File: src/rtl/wb_stage_writeback.sv
// ---------------------------------------------------------------------------
// wb_stage_writeback
//   Registered MEM/WB writeback stage. Formats load data (byte/half/word,
//   signed/unsigned, little-endian lane by byte offset), picks the
//   register-file write value (link address, load data or ALU result) and
//   registers it together with the write enable and destination.
//
// Ports
//   i_clk, i_rst_n        clock (rising edge), async active-low reset
//   i_stall, i_flush      hold contents / load a bubble (flush wins)
//   i_valid               incoming instruction is valid
//   i_reg_write           instruction writes the register file
//   i_mem_to_reg          write value comes from the load path
//   i_jal, i_link_ra      write link address / force destination to all-ones
//   i_load_size           00 byte, 01 half, 1x word
//   i_load_unsigned       zero-extend instead of sign-extend
//   i_byte_off            address[1:0] of the load
//   i_mem_data            raw data-memory read word (only [31:0] used)
//   i_alu_result, i_pc    ALU result, instruction PC
//   i_rd_addr             destination register
//   o_valid, o_reg_write  stage valid, register-file write enable
//   o_rd_addr, o_wb_data  register-file write address and data
// ---------------------------------------------------------------------------
module wb_stage_writeback #(
    parameter int NBITS       = 32,
    parameter int NB_REG      = 5,
    parameter int LINK_OFFSET = 8
) (
    input  logic              i_clk,
    input  logic              i_rst_n,
    input  logic              i_stall,
    input  logic              i_flush,
    input  logic              i_valid,
    input  logic              i_reg_write,
    input  logic              i_mem_to_reg,
    input  logic              i_jal,
    input  logic              i_link_ra,
    input  logic [1:0]        i_load_size,
    input  logic              i_load_unsigned,
    input  logic [1:0]        i_byte_off,
    input  logic [NBITS-1:0]  i_mem_data,
    input  logic [NBITS-1:0]  i_alu_result,
    input  logic [NBITS-1:0]  i_pc,
    input  logic [NB_REG-1:0] i_rd_addr,
    output logic              o_valid,
    output logic              o_reg_write,
    output logic [NB_REG-1:0] o_rd_addr,
    output logic [NBITS-1:0]  o_wb_data
);

    localparam logic [NBITS-1:0] LINK_OFF = NBITS'(LINK_OFFSET);

    logic              valid_q, valid_d;
    logic              reg_write_q, reg_write_d;
    logic [NB_REG-1:0] rd_addr_q, rd_addr_d;
    logic [NBITS-1:0]  wb_data_q, wb_data_d;

    logic [31:0]       word;
    logic [7:0]        lane8;
    logic [15:0]       lane16;
    logic [NBITS-1:0]  load_val;
    logic [NBITS-1:0]  wdata;
    logic [NB_REG-1:0] dest;

    // Load formatting: only the low 32 bits of the memory word carry lanes.
    always_comb begin
        word   = i_mem_data[31:0];
        lane8  = word[{i_byte_off, 3'b000} +: 8];
        // Half loads ignore off[0]; misalignment is handled elsewhere.
        lane16 = i_byte_off[1] ? word[31:16] : word[15:0];
        case (i_load_size)
            2'b00:   load_val = i_load_unsigned ? NBITS'(lane8)
                                                : NBITS'($signed(lane8));
            2'b01:   load_val = i_load_unsigned ? NBITS'(lane16)
                                                : NBITS'($signed(lane16));
            default: load_val = i_load_unsigned ? NBITS'(word)
                                                : NBITS'($signed(word));
        endcase
    end

    always_comb begin
        dest = (i_jal && i_link_ra) ? '1 : i_rd_addr;
        if (i_jal)
            wdata = i_pc + LINK_OFF;   // wraps silently
        else if (i_mem_to_reg)
            wdata = load_val;
        else
            wdata = i_alu_result;
    end

    always_comb begin
        valid_d     = valid_q;
        reg_write_d = reg_write_q;
        rd_addr_d   = rd_addr_q;
        wb_data_d   = wb_data_q;
        if (i_flush) begin
            valid_d     = 1'b0;
            reg_write_d = 1'b0;
            rd_addr_d   = '0;
            wb_data_d   = '0;
        end else if (!i_stall) begin
            valid_d     = i_valid;
            // $0 is hard-wired: keep the address visible but never write it.
            reg_write_d = i_valid && i_reg_write && (dest != '0);
            rd_addr_d   = dest;
            wb_data_d   = wdata;
        end
    end

    always_ff @(posedge i_clk or negedge i_rst_n) begin
        if (!i_rst_n) begin
            valid_q     <= 1'b0;
            reg_write_q <= 1'b0;
            rd_addr_q   <= '0;
            wb_data_q   <= '0;
        end else begin
            valid_q     <= valid_d;
            reg_write_q <= reg_write_d;
            rd_addr_q   <= rd_addr_d;
            wb_data_q   <= wb_data_d;
        end
    end

    assign o_valid     = valid_q;
    assign o_reg_write = reg_write_q;
    assign o_rd_addr   = rd_addr_q;
    assign o_wb_data   = wb_data_q;

endmodule

File: config.mk
export PLATFORM = sky130hd
export DESIGN_NAME = wb_stage_writeback
export DESIGN_NICKNAME = d
export VERILOG_FILES = /design/src/rtl/wb_stage_writeback.sv
export SDC_FILE = /design/constraint.sdc
export NUM_CORES = 1
export LEC_CHECK = 0
export ABC_AREA = 1
export BUFFER_PORTS_ARGS = -buffer_cell sky130_fd_sc_hd__buf_2
export CAP_MARGIN = 20
export CORE_ASPECT_RATIO = 1.5
export CORE_MARGIN = 2
export CORE_UTILIZATION = 50
export CTS_CLUSTER_DIAMETER = 40
export DETAILED_ROUTE_END_ITERATION = 7
export GPL_ROUTABILITY_DRIVEN = 0
export HOLD_SLACK_MARGIN = 0.02
export PLACE_DENSITY = 0.83
export SYNTH_ARGS = -nofsm -noshare
export SYNTH_HDL_FRONTEND = slang
export SYNTH_SLANG_ARGS = --single-unit
File: constraint.sdc
create_clock -name i_clk -period 1.7 [get_ports i_clk]
set_input_delay 0.085 -clock i_clk [delete_from_list [all_inputs] [get_ports i_clk]]
set_output_delay 0.085 -clock i_clk [all_outputs]
set_load 0.03 [all_outputs]
; ---- Word level (Yosys, flattened, before mapping)
; Cells that the tools add are included.
[totals]
ff_bits = 39
latch_bits = 0
mem_bits_rw = 0
romBits = 0
input_bits = 115
out_inout_bits = 39
word_cells = 28
mem_count = 0
[op_classes]
addsub = 1
n_mul = 0
n_div = 0
order_cmp = 0
n_eq_ne = 2
shifts = 1
mux = 15
bitwise = 0
reduce_logical = 5
[ops]
columns = operator, count
row1 = $mux W32, 6
row2 = $pmux W32 S2, 1
row3 = $add A32 B4 Y32 const B, 1
row4 = $shiftx A32 B6 Y8, 1
row5 = $mux W16, 1
row6 = $mux W5, 3
row7 = $reduce_bool A5 Y1, 1
row8 = $mux W1, 4
row9 = $logic_and A1 B1 Y1, 3
row10 = $eq A2 B1 Y1 const B, 1
row11 = $logic_not A2 Y1, 1
row12 = $ne A2 B1 Y1 const B, 1

; ---- Depth between registers and ports, before layout
[logic_depth]
depth_word = 7
mapped_depth = 13
mapped_depth_nobuf = 11

; ---- Worst setup path before layout
; OpenSTA, ideal clock, no wires.
[synth_path]
path_kind = input-to-reg
startpoint = input port i_byte_off[0]
endpoint = register wb_data_q[25], in the netlist o_wb_data[25]
setup_ns = 0.066
arrival_ns = 1.095
required_time_ns = 1.634
path_slack_ns = 0.540
stages = 12
n_path_buf = 2
cell_sequence = buf_2 -> inv_2 -> nor2_1 -> nand2_1 -> nand2_2 -> nand2_4 -> nand2_4 -> buf_6 -> nand2_1 -> nand2_1 -> nand3_1 -> nand2_1
[synth_via]
elab_chain_len = 7
[synth_rtl]
columns = item, line_no
row1 = "start, declared", 40  ; input logic [1:0] i_byte_off,
row2 = $shiftx A32 B6 Y8, 68  ; lane8 = word[{i_byte_off, 3'b000} +: 8];
row3 = $mux W32, 72  ; 2'b00: load_val = i_load_unsigned ? NBITS'(lane8)
row4 = $pmux W32 S2, 71  ; case (i_load_size)
row5 = $mux W32, 85  ; else if (i_mem_to_reg)
row6 = $mux W32, 83  ; if (i_jal)
row7 = $mux W32, 101  ; end else if (!i_stall) begin
row8 = $mux W32, 96  ; if (i_flush) begin
row9 = "end signal, assigned", 120  ; wb_data_q <= wb_data_d;
row10 = "end, declared", 56  ; logic [NBITS-1:0] wb_data_q, wb_data_d;
; No other way between the ends. The select of a mux whose other input is x is not followed.
; A chain may end at the register's enable or synchronous reset.

; ---- Worst setup path in the final report
[layout_path]
startpoint = input port i_byte_off[1]
endpoint = register wb_data_q[19], in the netlist o_wb_data[19]
[layout_via]
elab_chain_len = 7
elab_cells_between_ends = 9
classes_between = shift: 1 / mux: 8
[layout_rtl]
columns = item, line_no
row1 = $shiftx A32 B6 Y8 or $mux W16 (tied branches), "68, 70"
row2 = "$mux W32, on equally long branches", "72, 74"
row3 = $pmux W32 S2 (*), 71
row4 = $mux W32 (*), 85
row5 = $mux W32 (*), 83
row6 = $mux W32 (*), 101
row7 = $mux W32 (*), 96
; Mark *: on every way between the ends. The rest lies on a longest branch, timed or not. The select of a mux whose other input is x is not followed.

==> impl_metrics.py <==
metrics = {
    "run_status": {
        "status": "finished clean",
    },
    "sta": {
        "setup_ws_ps": 418.2,
        "skew_ps": 0,
        "grt_setup_unrepaired": "false",
        "tightestPinTransition_ps": 496.5,
        "max_freq_mhz": 780.1,
        "layout_min_cycle_time_ps": 1282,
        "setup_viol": 0,
        "relSlewSlack": 0.6690,
        "maxSlewViolCount": 0,
        "fin_crit_sh": 0.7540,
        "hold_violations": 0,
        "whs_ps": 28.10,
        "setup_tns_ps": 0,
    },
    "critical_path": {
        "startpoint_type": "input pin",
        "criticalPathCategory": "in -> reg",
        "cp_data_required_time_ps": 1940,
        "ff2ff_setup_slack_ps": 1010,
        "end_kind": "register",
        "critPathMaxFanout": 20,
        "crit_arrival_ps": 1520,
    },
    "synthesis": {
        "synth-edff-count": 0,
        "yosysWarnings": 0,
        "netlist_area_um2": 3681,
        "synth_largest_area_cell": "nand2_1",
        "synth_ff_type": "dfrtp_1",
        "async_flop_share": 1.000,
        "syn_avg_cell_area_um2": 5.478,
        "ys_seq_area_frac": 0.2651,
        "synth.distinct_cells": 25,
        "synth.ff_latch_count": 39,
        "postSynthCellCount": 672,
        "synthDominantCellAreaShare": 0.2988,
        "synth_area_leaders": "nand2_1 30%, dfrtp_1 27%, a21oi_1 8.6%, nor2_1 8.5%, nand3_1 6.0%",
        "syn_nets": 788,
        "synth.most_common_cell": "nand2_1",
        "ys_top_cells_by_count": "293 x nand2_1, 83 x nor2_1, 63 x a21oi_1",
    },
    "clocking": {
        "cts_buffers": 5,
        "root_buffer": "clkbuf_8",
        "cts_tree": "done",
        "post_cts_buffers": 0,
        "h-tree-depth": 2,
        "clk_transition_reported_paths_ps": 80,
        "clock_latency_ps": 290,
        "clockBufferDepth": 2,
        "clock_sinks": 39,
    },
    "floorplanning": {
        "initial_utilization": 0.5127,
        "die_area_um2": 8078,
        "core_area_um2": 7179,
        "ioPinCount": 154,
        "rows": 38,
        "dieWidth_um": 74.06,
        "dieHeight_um": 109.1,
    },
    "power_and_ir_drop": {
        "clockPowerShare": 0.281,
        "seqPwrFrac": 0.373,
        "p_sw_uw": 1028,
        "p_per_area_nw_per_um2": 596.3,
        "combPwrFrac": 0.347,
        "internal-power_uw": 1749,
        "switching_share": 0.3703,
        "ir_drop_v": 0.0003314,
        "p_leak_uw": 0.002689,
    },
    "min_path": {
        "holdCritPathClass": "in -> reg",
    },
    "placement": {
        "post-dp-hpwl_mm": 11.02,
        "io_buffers": 153,
        "place_ws_ps": 160.4,
    },
    "drt": {
        "drc": 0,
        "firstDrtPassIters": 8,
        "wl_per_cell_um": 15.06,
        "dr_total_vias": 5023,
        "ant_nets": 0,
        "wl_mm": 13.76,
        "vias_per_cell": 5.496,
        "drtIter0Drc": 469,
    },
    "global_route": {
        "grt_overflow_total": 0,
        "grt_max_degree": 52,
        "grt_pass1_wl_mm": 21.11,
        "antenna_found_initial": 0,
        "grt_pass1_vias": 4617,
        "grt_use_total": 0.3409,
    },
    "cells_and_area": {
        "utilization": 0.6487,
        "fin_nets": 929,
        "synthToLayoutAreaGrowth_pct": 26.51,
        "diodes": 0,
        "drive_gt1_frac": 0.2248,
    },
    "job": {
        "drv_cap": 0,
    },
}
==> layout by cell type, fill, tap and decap left out, types with 2 or more instances in the layout <==
| cell type | synthesis | final |
|---|---|---|
| nor2_2 | 0 | 2 |
| o21bai_1 | 5 | 5 |
| inv_1 | 49 | 49 |
| o21ai_0 | 36 | 36 |
| nand3_1 | 44 | 44 |
| xor2_1 | 3 | 3 |
| nand2_4 | 3 | 3 |
| dfrtp_1 | 39 | 39 |
| a22o_1 | 2 | 2 |
| inv_2 | 6 | 6 |
| nand2_1 | 293 | 293 |
| buf_2 | 3 | 153 |
| o211ai_1 | 7 | 7 |
| nand2_2 | 2 | 2 |
| a21oi_1 | 63 | 63 |
| nand4_1 | 3 | 3 |
| buf_4 | 1 | 6 |
| nor2_1 | 83 | 81 |
| clkbuf_8 | 0 | 5 |
| buf_12 | 0 | 2 |
==> cells by family after synthesis <==
| logic type | share of synthesized area |
|---|---|
| simple gates | 0.4626 |
| xor+xnor | 0.009519 |
| flops | 0.2651 |
| buf+inv | 0.09177 |
| compound gates | 0.1676 |
| fa+ha+maj | 0.003399 |
==> cell type report <==
type	count	area, um2
inverter	56	210.2
multi-input combinational	549	2372
clock buffer	5	68.82
tap	100	125.1
sequential	39	975.9
clock inverter	3	43.79
fill	719	2522
timing repair buffer	162	860.8
==> repair_timing <==
action / CTS / global route
gates resized for setup: 0 / 0
hold buffers: 1 / 0
endpoints found under the hold margin: 39 / 0
==> flip-flops by register name, indices dropped and copies added (netlist names) <==
| name | flops |
|---|---|
| o_rd_addr | 5 |
| o_wb_data | 32 |
| o_reg_write | 1 |
| o_valid | 1 |
==> final timing paths <==
| kind | endpoint | from | cells after the start |
|---|---|---|---|
| setup / recovery | o_wb_data[19] | i_byte_off[1] | 12 |
| hold / removal | o_wb_data[1] | i_pc[1] | 3 |
| setup reg to reg | o_rd_addr[4] | o_rd_addr[4] | 1 |
| hold reg to reg | o_rd_addr[1] | o_rd_addr[1] | 2 |
| max in group asynchronous | o_wb_data[24] | i_rst_n | 3 |
| min in group asynchronous | o_rd_addr[3] | i_rst_n | 3 |
==> layer usage <==
metal,vias to the layer above,global-route usage,share of wire
li1,2413,-,-
met1,2194,0.3795,0.36
met2,344,0.6065,0.49
met3,72,0.02773,0.078
met4,0,0.2169,0.072
met5,-,0,0
==> power groups by stage <==
stage	combinational [uW]	sequential, uW	clock, uW
3_5_place_dp	941	1050	0
4_1_cts	947	1030	779
6_report	962	1040	780
2_1_floorplan	420	1170	0
3_3_place_gp	929	1050	0
5_1_grt	1060	1040	815
==> critical path: stages <==
cell and delay (ps):
buf_2 190, inv_2 270, nand2_1 80, nand2_1 100
nand2_1 80, nand2_2 100, nand2_4 90, nand2_4 170
nand2_1 80, nand2_1 80, nand3_1 110, nand2_1 80
==> through the flow <==
step	power [uW]	cells	instance area, um2
after floorplan	1593	672	3681
after global placement	1980	905	4534
after detailed placement	1994	905	4534
after CTS	2761	914	4657
after global routing	2910	914	4657
final	2777	914	4657
(Power assumes the default switching activity.)
